<file path="src/rtl/dmem_pkg.sv">
// Shared encodings and payload types for the data-memory access controller.
package dmem_pkg;

    localparam int unsigned ADDR_BITS_DEF = 8;

    typedef enum logic [1:0] {
        SZ_BYTE = 2'b00,
        SZ_HALF = 2'b01,
        SZ_WORD = 2'b10,
        SZ_RSVD = 2'b11
    } size_e;

    typedef enum logic [1:0] {
        ST_IDLE   = 2'b00,
        ST_ACCESS = 2'b01,
        ST_WRITE  = 2'b10,
        ST_RESP   = 2'b11
    } state_e;

    typedef struct packed {
        logic        id;
        logic        we;
        logic [1:0]  size;
        logic        sgn;
        logic [31:0] addr;
        logic [31:0] wdata;
    } dmem_req_t;

endpackage

</file>
<file path="src/rtl/dmem_lane_merge.sv">
// Combinational lane logic: extracts a load value from a memory word and
// merges sub-word store data into it.
module dmem_lane_merge
    import dmem_pkg::*;
(
    input  logic [31:0] i_word,
    input  logic [1:0]  i_addr_lo,
    input  logic [1:0]  i_size,
    input  logic        i_signed,
    input  logic [31:0] i_wdata,
    output logic [31:0] o_load_c,
    output logic [31:0] o_merge_c
);

    logic [7:0]  w_byte;
    logic [15:0] w_half;

    always_comb begin
        w_byte    = 8'(i_word >> {i_addr_lo, 3'b000});
        w_half    = i_addr_lo[1] ? i_word[31:16] : i_word[15:0];
        o_load_c  = i_word;
        o_merge_c = i_wdata;
        case (size_e'(i_size))
            SZ_BYTE: begin
                o_load_c  = {{24{i_signed & w_byte[7]}}, w_byte};
                o_merge_c = i_word;
                o_merge_c[{i_addr_lo, 3'b000} +: 8] = i_wdata[7:0];
            end
            SZ_HALF: begin
                o_load_c  = {{16{i_signed & w_half[15]}}, w_half};
                o_merge_c = i_word;
                if (i_addr_lo[1]) o_merge_c[31:16] = i_wdata[15:0];
                else              o_merge_c[15:0]  = i_wdata[15:0];
            end
            default: ;
        endcase
    end

endmodule

</file>
<file path="src/rtl/dmem_arb_ctrl.sv">
// Two-master round-robin access controller for the word-wide data memory;
// sub-word stores are done as read-modify-write.
module dmem_arb_ctrl
    import dmem_pkg::*;
#(
    parameter int unsigned ADDR_BITS = ADDR_BITS_DEF
) (
    input  logic        clk,
    input  logic        rst,
    input  logic        m0_req,
    input  logic        m0_we,
    input  logic [1:0]  m0_size,
    input  logic        m0_signed,
    input  logic [31:0] m0_addr,
    input  logic [31:0] m0_wdata,
    output logic        m0_ack,
    output logic [31:0] m0_rdata,
    output logic        m0_err,
    input  logic        m1_req,
    input  logic        m1_we,
    input  logic [1:0]  m1_size,
    input  logic        m1_signed,
    input  logic [31:0] m1_addr,
    input  logic [31:0] m1_wdata,
    output logic        m1_ack,
    output logic [31:0] m1_rdata,
    output logic        m1_err,
    output logic        mem_we,
    output logic [31:0] mem_addr,
    output logic [31:0] mem_wdata,
    input  logic [31:0] mem_rdata
);

    state_e      r_state;
    state_e      w_state_nxt;
    dmem_req_t   r_req;
    logic        r_rr;

    dmem_req_t   w_req;
    logic        w_gnt_any;
    logic        w_req_err;
    logic        w_subword_st;
    logic [31:0] w_load;
    logic [31:0] w_merge;

    logic        w_mem_we_nxt;
    logic [31:0] w_mem_addr_nxt;
    logic [31:0] w_mem_wdata_nxt;
    logic        w_rsp_vld;
    logic        w_rsp_id;
    logic        w_rsp_err;
    logic [31:0] w_rsp_data;

    // Arbitration: a tie goes to the master r_rr favours.
    always_comb begin
        w_gnt_any = m0_req | m1_req;
        w_req.id  = (m0_req & m1_req) ? r_rr : m1_req;
        if (w_req.id) begin
            w_req.we    = m1_we;
            w_req.size  = m1_size;
            w_req.sgn   = m1_signed;
            w_req.addr  = m1_addr;
            w_req.wdata = m1_wdata;
        end else begin
            w_req.we    = m0_we;
            w_req.size  = m0_size;
            w_req.sgn   = m0_signed;
            w_req.addr  = m0_addr;
            w_req.wdata = m0_wdata;
        end
    end

    // Reserved size, misalignment or any address bit beyond the backed range.
    always_comb begin
        w_req_err = 1'b0;
        case (size_e'(w_req.size))
            SZ_BYTE: w_req_err = 1'b0;
            SZ_HALF: w_req_err = w_req.addr[0];
            SZ_WORD: w_req_err = |w_req.addr[1:0];
            default: w_req_err = 1'b1;
        endcase
        if ((w_req.addr >> ADDR_BITS) != 32'd0) w_req_err = 1'b1;
    end

    assign w_subword_st = r_req.we & (size_e'(r_req.size) != SZ_WORD);

    dmem_lane_merge u_lane (
        .i_word    (mem_rdata),
        .i_addr_lo (r_req.addr[1:0]),
        .i_size    (r_req.size),
        .i_signed  (r_req.sgn),
        .i_wdata   (r_req.wdata),
        .o_load_c  (w_load),
        .o_merge_c (w_merge)
    );

    always_ff @(posedge clk or negedge rst) begin
        if (!rst) r_state <= ST_IDLE;
        else      r_state <= w_state_nxt;
    end

    always_comb begin
        w_state_nxt = r_state;
        case (r_state)
            ST_IDLE:   if (w_gnt_any) w_state_nxt = w_req_err ? ST_RESP : ST_ACCESS;
            ST_ACCESS: w_state_nxt = w_subword_st ? ST_WRITE : ST_RESP;
            ST_WRITE:  w_state_nxt = ST_RESP;
            default:   w_state_nxt = ST_IDLE;
        endcase
    end

    // Next values of the registered outputs, so memory signals are valid
    // for the whole cycle of the state they belong to.
    always_comb begin
        w_mem_we_nxt    = 1'b0;
        w_mem_addr_nxt  = '0;
        w_mem_wdata_nxt = '0;
        w_rsp_vld       = 1'b0;
        w_rsp_id        = r_req.id;
        w_rsp_err       = 1'b0;
        w_rsp_data      = '0;
        case (r_state)
            ST_IDLE: begin
                w_rsp_id = w_req.id;
                if (w_gnt_any && w_req_err) begin
                    w_rsp_vld = 1'b1;
                    w_rsp_err = 1'b1;
                end else if (w_gnt_any) begin
                    w_mem_addr_nxt = {w_req.addr[31:2], 2'b00};
                    if (w_req.we && size_e'(w_req.size) == SZ_WORD) begin
                        w_mem_we_nxt    = 1'b1;
                        w_mem_wdata_nxt = w_req.wdata;
                    end
                end
            end
            ST_ACCESS: begin
                if (w_subword_st) begin
                    w_mem_we_nxt    = 1'b1;
                    w_mem_addr_nxt  = {r_req.addr[31:2], 2'b00};
                    w_mem_wdata_nxt = w_merge;
                end else begin
                    w_rsp_vld  = 1'b1;
                    w_rsp_data = r_req.we ? 32'd0 : w_load;
                end
            end
            ST_WRITE: w_rsp_vld = 1'b1;
            default: ;
        endcase
    end

    always_ff @(posedge clk or negedge rst) begin
        if (!rst) begin
            mem_we    <= 1'b0;
            mem_addr  <= '0;
            mem_wdata <= '0;
            m0_ack    <= 1'b0;
            m0_err    <= 1'b0;
            m0_rdata  <= '0;
            m1_ack    <= 1'b0;
            m1_err    <= 1'b0;
            m1_rdata  <= '0;
        end else begin
            mem_we    <= w_mem_we_nxt;
            mem_addr  <= w_mem_addr_nxt;
            mem_wdata <= w_mem_wdata_nxt;
            m0_ack    <= w_rsp_vld & ~w_rsp_id;
            m0_err    <= w_rsp_vld & ~w_rsp_id & w_rsp_err;
            m0_rdata  <= (w_rsp_vld & ~w_rsp_id) ? w_rsp_data : 32'd0;
            m1_ack    <= w_rsp_vld & w_rsp_id;
            m1_err    <= w_rsp_vld & w_rsp_id & w_rsp_err;
            m1_rdata  <= (w_rsp_vld & w_rsp_id) ? w_rsp_data : 32'd0;
        end
    end

    // Request context is captured on grant; the pointer flips after each response.
    always_ff @(posedge clk or negedge rst) begin
        if (!rst) begin
            r_req <= '0;
            r_rr  <= 1'b0;
        end else begin
            if (r_state == ST_IDLE && w_gnt_any) r_req <= w_req;
            if (r_state == ST_RESP)              r_rr  <= ~r_req.id;
        end
    end

endmodule
</file>
<file path="config.mk">
export PLATFORM = sky130hd
export DESIGN_NAME = dmem_arb_ctrl
export DESIGN_NICKNAME = d
export VERILOG_FILES = /design/src/rtl/dmem_pkg.sv /design/src/rtl/dmem_lane_merge.sv /design/src/rtl/dmem_arb_ctrl.sv
export SDC_FILE = /design/constraint.sdc
export NUM_CORES = 1
export LEC_CHECK = 0
export BUFFER_PORTS_ARGS = -buffer_cell sky130_fd_sc_hd__buf_2
export CORE_MARGIN = 1.5
export CORE_UTILIZATION = 51
export CTS_BUF_LIST = sky130_fd_sc_hd__clkbuf_4 sky130_fd_sc_hd__clkbuf_8
export CTS_CLUSTER_SIZE = 20
export DETAILED_ROUTE_END_ITERATION = 16
export PLACE_DENSITY_LB_ADDON = 0.08
export SLEW_MARGIN = 0
export SYNTH_ARGS = -nofsm -noshare
export SYNTH_HDL_FRONTEND = slang
export SYNTH_SLANG_ARGS = --single-unit
</file>
<file path="constraint.sdc">
create_clock -name clk -period 3.6 [get_ports clk]
set_input_delay 0 -clock clk [delete_from_list [all_inputs] [get_ports clk]]
set_output_delay 0 -clock clk [all_outputs]
set_load 0.03 [all_outputs]
</file>
; ---- After elaboration in Yosys (flattened, before gate mapping)
; Cells that the tools add are included.
[totals]
word_cells = 86
output_inout_bits = 133
ff_bits = 205
[classes]
n_shift = 3
eq_ne = 8
n_mux = 38
addsub = 1
bitwise = 11
n_reduce_logical = 8
[ops]
columns = operator, n
row1 = $mux W32, 12
row2 = $pmux W32 S2, 4
row3 = $mux W68, 1
row4 = $mux W16, 3
row5 = $bwmux W32, 1
row6 = $reduce_bool A32 Y1, 1
row7 = $shift A8 B7 Y32 const A, 1
row8 = $shiftx A8 B7 Y32, 1
row9 = $shr A32 B5 Y8, 1
row10 = $mux W1, 11
row11 = $and A1 B1 Y1, 8
row12 = $neg A5 Y7, 1
row13 = $eq A2 B1 Y1 const B, 3
row14 = $eq A2 B2 Y1 const B, 3
row15 = $logic_not A2 Y1, 3
row16 = $pmux W1 S3, 2
row17 = $pmux W2 S3, 1
row18 = $mux W2, 2
row19 = $ne A2 B2 Y1 const B, 2
row20 = $logic_and A1 B1 Y1, 3
row21 = $not A1 Y1, 2
row22 = $pmux W1 S2, 1
row23 = $reduce_or A2 Y1, 1
row24 = $or A1 B1 Y1, 1

; ---- Longest topological paths before layout
[depth]
ltp_word = 11
ltp_mapped = 11

; ---- Modules after synthesis
; Synthesis repeated with hierarchy kept, for this count alone.
[unflattened]
cells_unflattened = 945
area_unflattened_um2 = 9830.7
[modules_own_cells]
columns = mod, cells_per_inst, area_per_inst_um2, instances
row1 = dmem_arb_ctrl, 698, 8064.0, 1
row2 = dmem_lane_merge, 247, 1766.7, 1

; ---- Worst setup path before layout
; Ideal clock, no wire load.
[synth_timing]
path_type = flip-flop to flip-flop
start = reg r_req[33] in the netlist's numbering
end = reg mem_wdata[30]
setup_time_ns = 0.081
period_less_slack_ns = 2.754
slack_ns = 0.846
stages_incl_launch_ff = 10
arrival_time_ns = 2.673
path_cell_list = dfrtp_1 clkbuf_1 inv_1 clkbuf_1 ha_1 nor4_1 a221oi_1 a211oi_1 a21oi_1 o22ai_2
[synth_between]
elab_chain_len = 6
[synth_rtl]
columns = element, line_no
row1 = "start, declared", dmem_arb_ctrl.sv:36  ; dmem_req_t r_req;
row2 = "start signal, assigned", dmem_arb_ctrl.sv:181  ; if (r_state == ST_IDLE && w_gnt_any) r_req <= w_req;
row3 = $neg A5 Y7, dmem_lane_merge.sv:27  ; o_merge_c[{i_addr_lo, 3'b000} +: 8] = i_wdata[7:0];
row4 = $shiftx A8 B7 Y32 / $shift A8 B7 Y32 (equally long branches), dmem_lane_merge.sv:27
row5 = $bwmux W32, dmem_lane_merge.sv:27
row6 = $pmux W32 S2 (*), dmem_lane_merge.sv:23  ; case (size_e'(i_size))
row7 = $mux W32 (*), dmem_arb_ctrl.sv:137  ; if (w_subword_st) begin
row8 = $pmux W32 S2 (*), dmem_arb_ctrl.sv:122  ; case (r_state)
row9 = net w_mem_wdata_nxt[30], dmem_arb_ctrl.sv:48  ; logic [31:0] w_mem_wdata_nxt;
row10 = "end signal, assigned", dmem_arb_ctrl.sv:165  ; mem_wdata <= w_mem_wdata_nxt;
row11 = "end, declared", dmem_arb_ctrl.sv:30  ; output logic [31:0] mem_wdata,
; The timed path passes the listed nets; every way through them passes the cells marked *.
; A chain may end at the register's enable or synchronous reset.

; ---- Worst setup path in the final report
[layout_timing]
start = reg r_rr
end = reg mem_wdata[4]
[layout_between]
elab_chain_len = 8
[layout_rtl]
columns = element, line_no
row1 = "start, declared", dmem_arb_ctrl.sv:37  ; logic r_rr;
row2 = "start signal, assigned", dmem_arb_ctrl.sv:182  ; if (r_state == ST_RESP) r_rr <= ~r_req.id;
row3 = $mux W1 (*), dmem_arb_ctrl.sv:57  ; w_req.id = (m0_req & m1_req) ? r_rr : m1_req;
row4 = $mux W68 (*), dmem_arb_ctrl.sv:58  ; if (w_req.id) begin
row5 = "$eq A2 B2 Y1, or another cell as far along", "dmem_arb_ctrl.sv:76, dmem_arb_ctrl.sv:130"
row6 = $pmux W1 S3 / $logic_and A1 B1 Y1 (equally long branches), "dmem_arb_ctrl.sv:76, dmem_arb_ctrl.sv:130"
row7 = $mux W1 / $mux W32 (equally long branches), "dmem_arb_ctrl.sv:82, dmem_arb_ctrl.sv:130"
row8 = $logic_and A1 B1 Y1 / $mux W32 (equally long branches), "dmem_arb_ctrl.sv:125, dmem_arb_ctrl.sv:128"
row9 = $mux W32 (*), dmem_arb_ctrl.sv:125  ; if (w_gnt_any && w_req_err) begin
row10 = $pmux W32 S2 (*), dmem_arb_ctrl.sv:122
row11 = net w_mem_wdata_nxt[4], dmem_arb_ctrl.sv:48
; Marks and branches as above.

==> out/summary.txt <==
Final net count: 1586
Placed insts: 1434
CTS tree: built
Initial Util: 52.03%
Initial antenna violation count: 0
F_max: 298.0 MHz
Status: completed
Layout Skew: 0.03011 ns
Leakage power: 7.072 nW
Post-synthesis instance area: 0.009733 mm^2
Die H: 141.1 um
Synth cell types: 51
Pwr/cell area: 676.9 mW/mm^2
Largest net degree at the start of global routing: 103
Area delta synth->final: 42.10%
Final Instance Area: 0.01383 mm^2
Routed vias/inst: 5.550
CP startpoint kind: flip-flop
Worst-path fanout max: 36
Slew of the pin with the lowest slew margin: 1.005 ns
Htree depth: 2
Cells after Synth: 944
CTS max path bufs: 3
Number of DRC markers in iteration 0: 655
Tmin final: 3.355 ns
Seq/Total Area, Yosys: 52.19%
Slew margin rel.: 32.99%
WL/cell: 18.66 um
Core area: 0.01871 mm^2
Clk sinks: 203
GRT overflow: 0
Port Buf Inserts: 302
Clock Latency Late Sink: 0.52 ns
Top_reg_cell synth: dfrtp_1
Total Routed Length: 30920 um
Final Hold Fails: 0
Critical path arrival: 3.76 ns
RSZ-0062 raised after global routing: no
Max cap viols: 0
Setup crit end kind: flip-flop
Clk slew on worst S/H paths: 0.06 ns
Worst min-delay path class: input pin to flip-flop
Final Cycle Share: 93.21%
Synthesized area per cell: 10.31 um^2
CTS Root Cell: clkbuf_8
Dpl hpwl: 20010 um
Setup TNS: 0 ns
Global-route wire length before repair: 48220 um
Pre-antenna DRT Iters: 5
FF+latch count, synth: 203
Number of synthesized flops with an enable pin: 0
Critical Setup Path Class: flip-flop to flip-flop
Fillers: 1309
Die area: 0.01992 mm^2
GR Util All Layers: 31.05%
CTS Buf Count: 34
# IOs: 305
Worst Path Required: 4.00 ns
Via Count: 9196
Vias in the first global route: 9236
Ys Warns: 0
Pins over their slew limit: 0
Row count: 50
Sequential Area: 0.005084 mm^2
ANT nets after route: 0
Multi-input logic area: 0.004332 mm^2
Peak supply drop: 0.0003636 V
DRC Markers: 0
Share of cells above drive strength 1: 30.15%
Antenna cell count: 0
Post-DP Area: 0.01145 mm^2
Finish-stage setup viols: 0
Die width: 141.1 um
RD Place Congestion: 0.9434
Async SR Flop Fraction: 100.0%
Non-filler instance count after layout: 1657
==> synthesized netlist by cell type, types with 2 or more instances <==
library cell  number  area, um^2
ha_1              10       125.1
o22ai_2           29       362.9
o21ai_0           99       495.5
clkinv_1           2       7.510
a221oi_1          24       210.2
nor4_1             8       50.05
o22ai_1           10       62.56
a211oi_1          16       120.1
or4b_1             2       20.02
nand2b_1           4       25.02
a31o_2             2       17.52
a22o_1             8       70.07
buf_4              2       15.01
buf_6              3       33.78
clkbuf_1          51       191.4
nand3_1            5       25.02
mux2_2             2       22.52
mux2i_1           86       860.8
and2_1            24       150.1
a211o_1            7       61.31
buf_1             10       37.54
o221ai_1           5       43.79
nor3_1            10       50.05
inv_1             16       60.06
or4_1              5       37.54
a21o_1             9       67.56
nor2_1           107       401.6
dfrtp_1          203        5080
nor2b_1            8       50.05
a21oi_1           46       230.2
nand2_1          103       386.6
mux4_2             8       180.2
and3_1             2       12.51
==> where the power goes <==
part | switching, mW | internal (mW) | leakage (nW) | total, mW
combinational | 2.51 | 1.50 | 4.01 | 4.01
sequential | 0.433 | 2.84 | 2.70 | 3.28
clock | 0.881 | 1.20 | 0.365 | 2.08
==> stage by stage <==
stage	hold WS, ns	setup WS [ns]	utilization [%]	power [mW]
floorplan	-0.2956	0.8458	-	5.891
global placement	0.1508	0.9062	61.22	6.974
detailed placement	0.1578	0.8553	61.22	7.016
CTS	0.004467	0.1061	73.92	9.337
global route	0.03392	0.1150	73.94	9.944
finish	0.03597	0.2445	73.94	9.362
==> metal layers <==
metal / part of all wire [%] / vias up / global-route usage, %
met2: 47 / 392 / 50.36
li1: - / 4297 / -
met1: 43 / 4427 / 41.66
met3: 6.6 / 80 / 5.673
met5: 0 / - / 0
met4: 3.2 / 0 / 12.01
==> path summary, 6_finish.rpt <==
kind | startpoint | end | slack [ns] | depth (start not counted)
setup reg to reg | r_rr | mem_wdata[4] | 0.24 | 8
max in group asynchronous | rst | r_state[1] | 2.57 | 3
hold reg to reg | r_req[41] | r_req[41] | 0.47 | 2
min in group asynchronous | rst | mem_addr[16] | 0.13 | 2
setup / recovery | r_rr | mem_wdata[4] | 0.24 | 8
hold / removal | mem_rdata[2] | m0_rdata[2] | 0.04 | 4
==> worst max-delay path, stage by stage, from the launching register on <==
cell and delay, ns:
dfrtp_1 0.39, nand2b_1 0.25, nand2_4 0.15, buf_4 0.45, buf_6 0.44, mux2i_1 0.22
dlygate4sd3_1 0.62, o22ai_2 0.09, dlygate4sd3_1 0.58
==> layout by cell type, fill, tap and decap left out, types with 8 or more instances in the layout <==
| master | count |
|---|---|
| a21oi_1 | 46 |
| o22ai_2 | 29 |
| buf_2 | 301 |
| nor2_1 | 107 |
| a22o_1 | 8 |
| a211oi_1 | 16 |
| ha_1 | 10 |
| nand2_1 | 101 |
| o21ai_0 | 99 |
| clkbuf_4 | 9 |
| buf_4 | 17 |
| a21o_1 | 9 |
| and2_1 | 24 |
| dfrtp_1 | 200 |
| dlygate4sd3_1 | 168 |
| mux4_2 | 8 |
| nor2b_1 | 8 |
| nor4_1 | 8 |
| o22ai_1 | 10 |
| clkbuf_8 | 46 |
| inv_1 | 16 |
| a221oi_1 | 24 |
| mux2i_1 | 86 |
| nor3_1 | 10 |
==> sequential cells by signal, summed over array words and instances, names as in the netlist <==
register and flops:
m0_ack 1, m1_rdata 32, mem_wdata 32, m1_ack 1, r_rr 1, mem_addr 30, mem_we 1, m1_err 1
r_state 2, m0_rdata 32, m0_err 1, r_req 69
==> cell type report <==
cell class	count	share of cell area, %
multi-input combinational	658	31.32
inverter	18	0.4885
clock buffer	54	4.967
tap	234	2.117
timing repair buffer	489	24.30
sequential	203	36.76
clock inverter	1	0.05428
==> what timing repair did <==
| item | CTS | global route |
|---|---|---|
| gates resized for setup | 0 | 1 |
| hold buffers | 168 | 0 |
| endpoints found under the setup margin | 0 | 1 |
| setup buffers | 0 | 0 |
| endpoints found under the hold margin | 262 | 0 |
==> logic make-up (layout without fill, tap and decap cells) <==
logic type / count (synthesis) / after routing / share of synthesized area, %
simple gates: 281 / 281 / 12.75
buf+inv: 84 / 562 / 3.548
fa+ha+maj: 10 / 10 / 1.286
mux: 96 / 96 / 10.93
other cells: 1 / 2 / 0.03853
flops: 203 / 203 / 52.19
compound gates: 269 / 269 / 19.26
No activity file was read; power rests on OpenSTA's default activity.
